===== src/rtl/fetch_align.sv =====
// fetch_align: instruction fetch alignment and RV32C expansion.
//
// Sits between the instruction-memory response port and decode. Each fetched
// 32-bit word is split into halfwords and placed in a 4-entry halfword queue.
// The head of the queue is decoded combinationally into one 16- or 32-bit
// instruction. A 32-bit instruction may straddle two fetched words.
// Compressed encodings are expanded to their 32-bit equivalents.
//
// Ports
//   clock, reset         core clock and asynchronous active-low reset
//   flush_i, flush_pc_i  redirect; drops queued and in-flight data, bit0 of target forced 0
//   fetch_*_i            memory response word, its word address and its access-fault flag
//   fetch_ready_o        the queue has room for a whole word (count <= 2)
//   instr_valid_o/ready_i  handshake to decode, one instruction per transfer
//   instr_o, instr_pc_o  expanded instruction and its PC
//   instr_compressed_o   the source encoding was 16-bit
//   instr_illegal_o      reserved/unsupported compressed encoding; instr_o = {16'h0, halfword}
//   instr_fault_o        a halfword of the instruction faulted; instr_o = nop
module fetch_align #(
    parameter logic [31:0] RESET_PC = 32'h0000_0000
) (
    input  logic        clock,
    input  logic        reset,
    input  logic        flush_i,
    input  logic [31:0] flush_pc_i,
    input  logic        fetch_valid_i,
    input  logic [31:0] fetch_addr_i,
    input  logic [31:0] fetch_rdata_i,
    input  logic        fetch_error_i,
    output logic        fetch_ready_o,
    output logic        instr_valid_o,
    input  logic        instr_ready_i,
    output logic [31:0] instr_o,
    output logic [31:0] instr_pc_o,
    output logic        instr_compressed_o,
    output logic        instr_illegal_o,
    output logic        instr_fault_o
);

    localparam logic [31:0] NopInstr = 32'h0000_0013;
    localparam logic [6:0]  OpcLoad  = 7'h03;
    localparam logic [6:0]  OpcImm   = 7'h13;
    localparam logic [6:0]  OpcStore = 7'h23;
    localparam logic [6:0]  OpcOp    = 7'h33;
    localparam logic [6:0]  OpcLui   = 7'h37;
    localparam logic [6:0]  OpcBr    = 7'h63;
    localparam logic [6:0]  OpcJalr  = 7'h67;
    localparam logic [6:0]  OpcJal   = 7'h6f;

    // Queue and control state
    logic [15:0] q_data_q [4];
    logic [15:0] q_data_d [4];
    logic [3:0]  q_err_q, q_err_d;
    logic [2:0]  count_q, count_d;
    logic [1:0]  rptr_q, rptr_d;
    logic [1:0]  wptr_q, wptr_d;
    logic [31:0] exp_addr_q, exp_addr_d;
    logic [31:0] head_pc_q, head_pc_d;

    logic        addr_match, accept, head_avail, is_32, fire, fault;
    logic [1:0]  push_n, pop_n, rptr_nx, wptr_nx;
    logic [15:0] hw0, hw1;
    logic        err0, err1;

    // Bits that are deliberately ignored
    logic unused_bits;
    assign unused_bits = ^{fetch_addr_i[1:0], flush_pc_i[0], exp_addr_q[0]};

    assign fetch_ready_o = (count_q <= 3'd2);
    assign addr_match    = (fetch_addr_i[31:2] == exp_addr_q[31:2]);
    assign accept        = fetch_valid_i & fetch_ready_o & ~flush_i;

    assign rptr_nx = rptr_q + 2'd1;
    assign wptr_nx = wptr_q + 2'd1;
    assign hw0     = q_data_q[rptr_q];
    assign hw1     = q_data_q[rptr_nx];
    assign err0    = q_err_q[rptr_q];
    assign err1    = q_err_q[rptr_nx];

    // A faulted low halfword is never length-decoded: it retires as one 16-bit slot.
    assign is_32      = (hw0[1:0] == 2'b11) & ~err0;
    assign head_avail = is_32 ? (count_q >= 3'd2) : (count_q >= 3'd1);
    assign fault      = err0 | (is_32 & err1);
    assign fire       = head_avail & instr_ready_i & ~flush_i;

    always_comb begin
        push_n = 2'd0;
        if (accept && addr_match) begin
            push_n = exp_addr_q[1] ? 2'd1 : 2'd2;
        end
        pop_n = 2'd0;
        if (fire) begin
            pop_n = is_32 ? 2'd2 : 2'd1;
        end
    end

    // Next-state logic
    always_comb begin
        q_data_d   = q_data_q;
        q_err_d    = q_err_q;
        wptr_d     = wptr_q + push_n;
        rptr_d     = rptr_q + pop_n;
        count_d    = count_q + {1'b0, push_n} - {1'b0, pop_n};
        exp_addr_d = exp_addr_q;
        head_pc_d  = head_pc_q + {29'd0, pop_n, 1'b0};

        if (push_n == 2'd2) begin
            q_data_d[wptr_q]  = fetch_rdata_i[15:0];
            q_data_d[wptr_nx] = fetch_rdata_i[31:16];
            q_err_d[wptr_q]   = fetch_error_i;
            q_err_d[wptr_nx]  = fetch_error_i;
        end else if (push_n == 2'd1) begin
            // Entry at an odd halfword: only the upper half belongs to the stream.
            q_data_d[wptr_q]  = fetch_rdata_i[31:16];
            q_err_d[wptr_q]   = fetch_error_i;
        end
        if (push_n != 2'd0) begin
            exp_addr_d = {exp_addr_q[31:2] + 30'd1, 2'b00};
        end

        if (flush_i) begin
            count_d    = 3'd0;
            rptr_d     = 2'd0;
            wptr_d     = 2'd0;
            exp_addr_d = {flush_pc_i[31:1], 1'b0};
            head_pc_d  = {flush_pc_i[31:1], 1'b0};
        end
    end

    always_ff @(posedge clock or negedge reset) begin
        if (!reset) begin
            for (int i = 0; i < 4; i++) begin
                q_data_q[i] <= 16'h0;
            end
            q_err_q    <= 4'h0;
            count_q    <= 3'd0;
            rptr_q     <= 2'd0;
            wptr_q     <= 2'd0;
            exp_addr_q <= RESET_PC;
            head_pc_q  <= RESET_PC;
        end else begin
            q_data_q   <= q_data_d;
            q_err_q    <= q_err_d;
            count_q    <= count_d;
            rptr_q     <= rptr_d;
            wptr_q     <= wptr_d;
            exp_addr_q <= exp_addr_d;
            head_pc_q  <= head_pc_d;
        end
    end

    // RV32C expansion of the head halfword
    logic [31:0] c_instr;
    logic        c_illegal;
    logic [4:0]  rdp, rs1p, c_rd;

    assign rdp  = {2'b01, hw0[4:2]};
    assign rs1p = {2'b01, hw0[9:7]};
    assign c_rd = hw0[11:7];

    always_comb begin
        c_instr   = NopInstr;
        c_illegal = 1'b0;
        case (hw0[1:0])
            2'b00: begin
                case (hw0[15:13])
                    3'b000: begin  // c.addi4spn
                        c_instr = {2'b00, hw0[10:7], hw0[12:11], hw0[5], hw0[6], 2'b00,
                                   5'd2, 3'b000, rdp, OpcImm};
                        c_illegal = (hw0[12:5] == 8'h00);
                    end
                    3'b010: c_instr = {5'b0, hw0[5], hw0[12:10], hw0[6], 2'b00, rs1p, 3'b010,
                                       rdp, OpcLoad};  // c.lw
                    3'b110: c_instr = {5'b0, hw0[5], hw0[12], rdp, rs1p, 3'b010, hw0[11:10],
                                       hw0[6], 2'b00, OpcStore};  // c.sw
                    default: c_illegal = 1'b1;
                endcase
            end
            2'b01: begin
                case (hw0[15:13])
                    3'b000: c_instr = {{7{hw0[12]}}, hw0[6:2], c_rd, 3'b000, c_rd, OpcImm};
                    3'b001, 3'b101: begin  // c.jal / c.j
                        c_instr = {hw0[12], hw0[8], hw0[10:9], hw0[6], hw0[7], hw0[2], hw0[11],
                                   hw0[5:3], hw0[12], {8{hw0[12]}},
                                   hw0[15] ? 5'd0 : 5'd1, OpcJal};
                    end
                    3'b010: c_instr = {{7{hw0[12]}}, hw0[6:2], 5'd0, 3'b000, c_rd, OpcImm};
                    3'b011: begin
                        if (c_rd == 5'd2) begin  // c.addi16sp
                            c_instr = {{3{hw0[12]}}, hw0[4:3], hw0[5], hw0[2], hw0[6], 4'b0000,
                                       5'd2, 3'b000, 5'd2, OpcImm};
                        end else begin  // c.lui
                            c_instr = {{15{hw0[12]}}, hw0[6:2], c_rd, OpcLui};
                        end
                        c_illegal = ({hw0[12], hw0[6:2]} == 6'd0);
                    end
                    3'b100: begin
                        case (hw0[11:10])
                            2'b00: begin
                                c_instr   = {7'b0, hw0[6:2], rs1p, 3'b101, rs1p, OpcImm};
                                c_illegal = hw0[12];
                            end
                            2'b01: begin
                                c_instr   = {7'b0100000, hw0[6:2], rs1p, 3'b101, rs1p, OpcImm};
                                c_illegal = hw0[12];
                            end
                            2'b10: c_instr = {{7{hw0[12]}}, hw0[6:2], rs1p, 3'b111, rs1p, OpcImm};
                            default: begin
                                if (hw0[12]) begin
                                    c_illegal = 1'b1;
                                end else begin
                                    case (hw0[6:5])
                                        2'b00: c_instr = {7'b0100000, rdp, rs1p, 3'b000, rs1p, OpcOp};
                                        2'b01: c_instr = {7'b0, rdp, rs1p, 3'b100, rs1p, OpcOp};
                                        2'b10: c_instr = {7'b0, rdp, rs1p, 3'b110, rs1p, OpcOp};
                                        default: c_instr = {7'b0, rdp, rs1p, 3'b111, rs1p, OpcOp};
                                    endcase
                                end
                            end
                        endcase
                    end
                    default: begin  // c.beqz / c.bnez
                        c_instr = {{4{hw0[12]}}, hw0[6:5], hw0[2], 5'd0, rs1p, 2'b00, hw0[13],
                                   hw0[11:10], hw0[4:3], hw0[12], OpcBr};
                    end
                endcase
            end
            2'b10: begin
                case (hw0[15:13])
                    3'b000: begin
                        c_instr   = {7'b0, hw0[6:2], c_rd, 3'b001, c_rd, OpcImm};
                        c_illegal = hw0[12];
                    end
                    3'b010: begin  // c.lwsp
                        c_instr   = {4'b0, hw0[3:2], hw0[12], hw0[6:4], 2'b00, 5'd2, 3'b010,
                                     c_rd, OpcLoad};
                        c_illegal = (c_rd == 5'd0);
                    end
                    3'b100: begin
                        if (!hw0[12]) begin
                            if (hw0[6:2] == 5'd0) begin  // c.jr
                                c_instr   = {12'b0, c_rd, 3'b000, 5'd0, OpcJalr};
                                c_illegal = (c_rd == 5'd0);
                            end else begin  // c.mv
                                c_instr = {7'b0, hw0[6:2], 5'd0, 3'b000, c_rd, OpcOp};
                            end
                        end else if (hw0[11:2] == 10'd0) begin
                            c_instr = 32'h0010_0073;  // ebreak
                        end else if (hw0[6:2] == 5'd0) begin  // c.jalr
                            c_instr = {12'b0, c_rd, 3'b000, 5'd1, OpcJalr};
                        end else begin  // c.add
                            c_instr = {7'b0, hw0[6:2], c_rd, 3'b000, c_rd, OpcOp};
                        end
                    end
                    3'b110: c_instr = {4'b0, hw0[8:7], hw0[12], hw0[6:2], 5'd2, 3'b010,
                                       hw0[11:9], 2'b00, OpcStore};  // c.swsp
                    default: c_illegal = 1'b1;
                endcase
            end
            default: ;
        endcase
    end

    // Output mux
    always_comb begin
        instr_valid_o      = head_avail;
        instr_pc_o         = head_pc_q;
        instr_o            = NopInstr;
        instr_compressed_o = 1'b0;
        instr_illegal_o    = 1'b0;
        instr_fault_o      = 1'b0;
        if (head_avail) begin
            instr_compressed_o = ~is_32;
            if (fault) begin
                instr_fault_o = 1'b1;
            end else if (is_32) begin
                instr_o = {hw1, hw0};
            end else if (c_illegal) begin
                instr_illegal_o = 1'b1;
                instr_o         = {16'h0000, hw0};
            end else begin
                instr_o = c_instr;
            end
        end
    end

endmodule

===== config.mk =====
export PLATFORM = sky130hd
export DESIGN_NAME = fetch_align
export DESIGN_NICKNAME = d
export VERILOG_FILES = /design/src/rtl/fetch_align.sv
export SDC_FILE = /design/constraint.sdc
export NUM_CORES = 1
export LEC_CHECK = 0
export ABC_CLOCK_PERIOD_IN_PS = 12800
export CAP_MARGIN = 20
export CORE_UTILIZATION = 54
export DETAILED_ROUTE_END_ITERATION = 12
export GPL_TIMING_DRIVEN = 0
export MAX_ROUTING_LAYER = met4
export PLACE_DENSITY_LB_ADDON = 0.1
export SLEW_MARGIN = 20
export SYNTH_ARGS = -nofsm -noshare
export SYNTH_HDL_FRONTEND = slang
export SYNTH_SLANG_ARGS = --single-unit

===== constraint.sdc =====
create_clock -name clock -period 12.8 [get_ports clock]
set_input_delay 2.56 -clock clock [delete_from_list [all_inputs] [get_ports clock]]
set_output_delay 2.56 -clock clock [all_outputs]
set_load 0.05 [all_outputs]

==> impl_summary.txt <==
----------------------------------------------------
[CTS]
  Setup fix buffers added after clock tree synthesis ... 0
  Gates resized, CTS repair ... 0
  Num Clock Sinks ... 137
  H-tree lvl count ... 4
  CTS tree ... yes
  Maximum buffer depth of the clock tree ... 2
  Cts bufs inserted ... 17
  Clock latency of the later-clocked register in the worst-skew pair ... 440 ps
  Hold_buf cts ... 0
  Clock Pin Slew Worst Setup and Hold Paths ... 70 ps
  Buffer cell driving the clock tree root ... sky130_fd_sc_hd__clkbuf_16

[Critical path]
  Required @ worst endpoint ... 13130 ps
  Cells along the critical path ... clkdlybuf4s50_1 -> nor2b_1 -> nand4_1 -> or4_1 -> nor4_2 -> buf_2 -> buf_2 -> inv_1 -> ha_1 -> and4b_1 -> nand3_1 -> nor2_1 -> nand4_1 -> nor3_1 -> xor2_1 -> mux2_2
  Critical path start-end classification ... in -> reg
  Worst path arrival time ... 7860 ps
  Worst path bufs/invs ... 4
  Cell family with the largest share of critical-path delay ... simple AND/OR/NAND/NOR gates
  Slowest stage delay, CP ... 620 ps
  Category of the worst setup path capture point ... flop
  Cell at the slowest stage of the critical path ... sky130_fd_sc_hd__nor4_2
  Maximum net fanout on the critical path ... 10
  Category of the worst setup path launch point ... input pin

[Detailed routing]
  Number of optimization iterations in the first detailed-route pass ... 8
  Violation count after the first detailed-route iteration ... 1313
  DR vias ... 11300
  Average wire per standard cell ... 23.1 µm
  Number of antenna-violating nets in the routed design ... 0
  Avg Vias per Cell ... 6.62
  Aggregate routed wire length ... 39500 µm
  DRC violations left ... 0

[STA]
  Final critical-path setup slack ... 5260 ps
  Sum Neg Setup Slack ... 0 ps
  Worst relative slew slack ... 34.1%
  Setup repair after global routing missed its margin ... false
  Transition time of the tightest slew-check pin ... 988 ps
  # setup viols final ... 0
  Fin Clk Skew ... 12.7 ps
  Hold violation count in the final report ... 0
  Final Cycle Share ... 58.9%
  Fmax achieved ... 133 MHz
  Final critical-path required period ... 7540 ps
  Max-slew violation count ... 0

[GRT]
  Congestion Overflow GR ... 0
  Wire length of the first global-routing pass ... 61100 µm
  Maximum number of pins on one net before global-route repair ... 78
  Antenna violations before repair ... 0
  Via count of the first global-routing pass ... 10900
  All-layer global routing usage ... 41.1%

[Logic synthesis]
  Cell variety after synth ... 77
  Post-synth EDFFs ... 0
  Yosys synthesis warning count ... 0
  Post-synthesis cell type with the largest combined area ... sky130_fd_sc_hd__dfrtp_1
  Post-Syn Nets ... 1366
  Sequential element share of the synthesized area ... 32.2%
  Share of async-settable or async-resettable flops after synthesis ... 100%
  Mean cell area of the mapped netlist ... 8.53 µm²
  Cell types occupying the most area after synthesis ... sky130_fd_sc_hd__dfrtp_1 (32%), sky130_fd_sc_hd__mux4_2 (7.0%), sky130_fd_sc_hd__xnor2_1 (4.7%), sky130_fd_sc_hd__nor2_1 (4.3%), sky130_fd_sc_hd__nand2_1 (4.3%)
  Fraction of post-synthesis cell area in the top cell type by area ... 32.2%
  Cell area after synthesis ... 10600 µm²
  Flip-flop and latch count after synthesis ... 137
  Instance count of the mapped netlist ... 1248
  Post-synth top flop ... sky130_fd_sc_hd__dfrtp_1

[Final layout]
  Core Util, Final ... 69.9%
  Most common cell after layout, fill and taps aside ... sky130_fd_sc_hd__clkdlybuf4s50_1
  Diodes inserted ... 0
  Fraction of final layout cells with drive strength greater than 1 ... 9.12%
  Area Overhead vs Synth ... 25.0%
  Most frequent cells in the layout ... sky130_fd_sc_hd__clkdlybuf4s50_1 (165), sky130_fd_sc_hd__dfrtp_1 (137), sky130_fd_sc_hd__nor2_1 (123), sky130_fd_sc_hd__nand2_1 (121), sky130_fd_sc_hd__o21ai_0 (81)
  Nets ... 1552

[Run status]
  Result of the run ... completed

[Floorplan]
  Initial Util ... 56.0%
  Boundary pin count ... 171
  Vertical die dimension ... 142 µm
  Die Footprint ... 20300 µm²
  Standard-cell row count ... 50
  Width of the die ... 142 µm
  Area of the core ... 19000 µm²

[Placement]
  Post-placement setup slack ... 4940 ps
  Routability congestion estimate ... 1.01
  Number of I/O port buffers ... 166
  Post-detail-place hpwl ... 29600 µm

[Power]
  Power per cell area ... 109 nW/µm²
  Peak supply drop ... 105 µV
  LEAKAGE ... 4.91 nW
  Overall power of the completed layout ... 1.45 mW

[Run]
  Max Cap Violations ... 0

[Hold path]
  Worst hold path type ... reg -> reg

----------------------------------------------------
-- cells in the mapped netlist (7+ instances only) --
cell type	count
sky130_fd_sc_hd__a21oi_1	71
sky130_fd_sc_hd__a221oi_1	8
sky130_fd_sc_hd__a2bb2oi_1	17
sky130_fd_sc_hd__a31oi_1	56
sky130_fd_sc_hd__and3_1	28
sky130_fd_sc_hd__buf_1	11
sky130_fd_sc_hd__buf_2	11
sky130_fd_sc_hd__clkbuf_1	61
sky130_fd_sc_hd__dfrtp_1	137
sky130_fd_sc_hd__ha_1	13
sky130_fd_sc_hd__inv_1	22
sky130_fd_sc_hd__mux2_2	36
sky130_fd_sc_hd__mux2i_1	10
sky130_fd_sc_hd__mux4_2	33
sky130_fd_sc_hd__nand2_1	121
sky130_fd_sc_hd__nand3_1	38
sky130_fd_sc_hd__nand4_1	29
sky130_fd_sc_hd__nor2_1	123
sky130_fd_sc_hd__nor2b_1	26
sky130_fd_sc_hd__nor3_1	19
sky130_fd_sc_hd__nor3b_1	33
sky130_fd_sc_hd__nor4_1	7
sky130_fd_sc_hd__o21ai_0	81
sky130_fd_sc_hd__o21ai_1	20
sky130_fd_sc_hd__o22ai_1	19
sky130_fd_sc_hd__o31ai_1	21
sky130_fd_sc_hd__xnor2_1	57
sky130_fd_sc_hd__xor2_1	34
-- per-layer routing --
| layer | track usage [%] | up-vias | wire (µm) |
|---|---|---|---|
| li1 | - | 4986 | - |
| met1 | 55.2 | 5474 | 16400 |
| met2 | 62.5 | 756 | 18000 |
| met3 | 8.28 | 91 | 4130 |
| met4 | 12.8 | 0 | 910 |
| met5 | - | - | 0 |
-- final timing paths --
check / startpoint / endpoint / slack (ps) / depth (start not counted)
worst min register to register: q_err_q[2] / q_err_q[2] / 570 / 1
worst max-delay path: flush_i / exp_addr_q[31] / 5260 / 16
worst max register to register: rptr_q[0] / instr_pc_o[31] / 7230 / 17
max in group asynchronous: reset / q_err_q[2] / 10020 / 2
worst min-delay path: q_err_q[2] / q_err_q[2] / 570 / 1
min in group asynchronous: reset / instr_pc_o[21] / 2040 / 1
-- cell families after synthesis --
kind of cell	Yosys count	share of synthesized area, %
and+or+nand+nor	465	21.8
AOI/OAI and AO/OA	344	20.1
DFF	137	32.2
buffers and inverters	115	4.51
xor gates and xnor gates	91	7.49
muxes	79	11.7
adders and majority gates	16	2.09
other	1	0.0352
-- power by group --
part / switching, mW / internal (mW)
sequential: 0.0297 / 0.455
combinational: 0.261 / 0.154
clock: 0.217 / 0.332
total: 0.507 / 0.941
-- state kept, by name, indices dropped and copies added (netlist names) --
name,count
wptr_q,2
q_data_q,64
instr_pc_o,31
exp_addr_q,31
count_q,3
q_err_q,4
rptr_q,2
-- layout make-up --
type                       count  area, µm²
buffer                        90        387
sequential                   137       3430
clock buffer                  18        429
timing repair buffer         167       1690
clock inverter                14        208
tap                          260        325
fill                        1506       5720
multi-input combinational    996       6740
inverter                      25       93.8
-- stage by stage --
| step | cells | cell area [µm²] | hold slack [ps] |
|---|---|---|---|
| after global placement | 1674 | 12600 | 510 |
| after floorplan | 1248 | 10600 | 492 |
| after CTS | 1707 | 13300 | 562 |
| after global routing | 1707 | 13300 | 580 |
| after detailed placement | 1675 | 12700 | 548 |
| final | 1707 | 13300 | 567 |
Note: power is estimated with default switching activity, not from simulation.
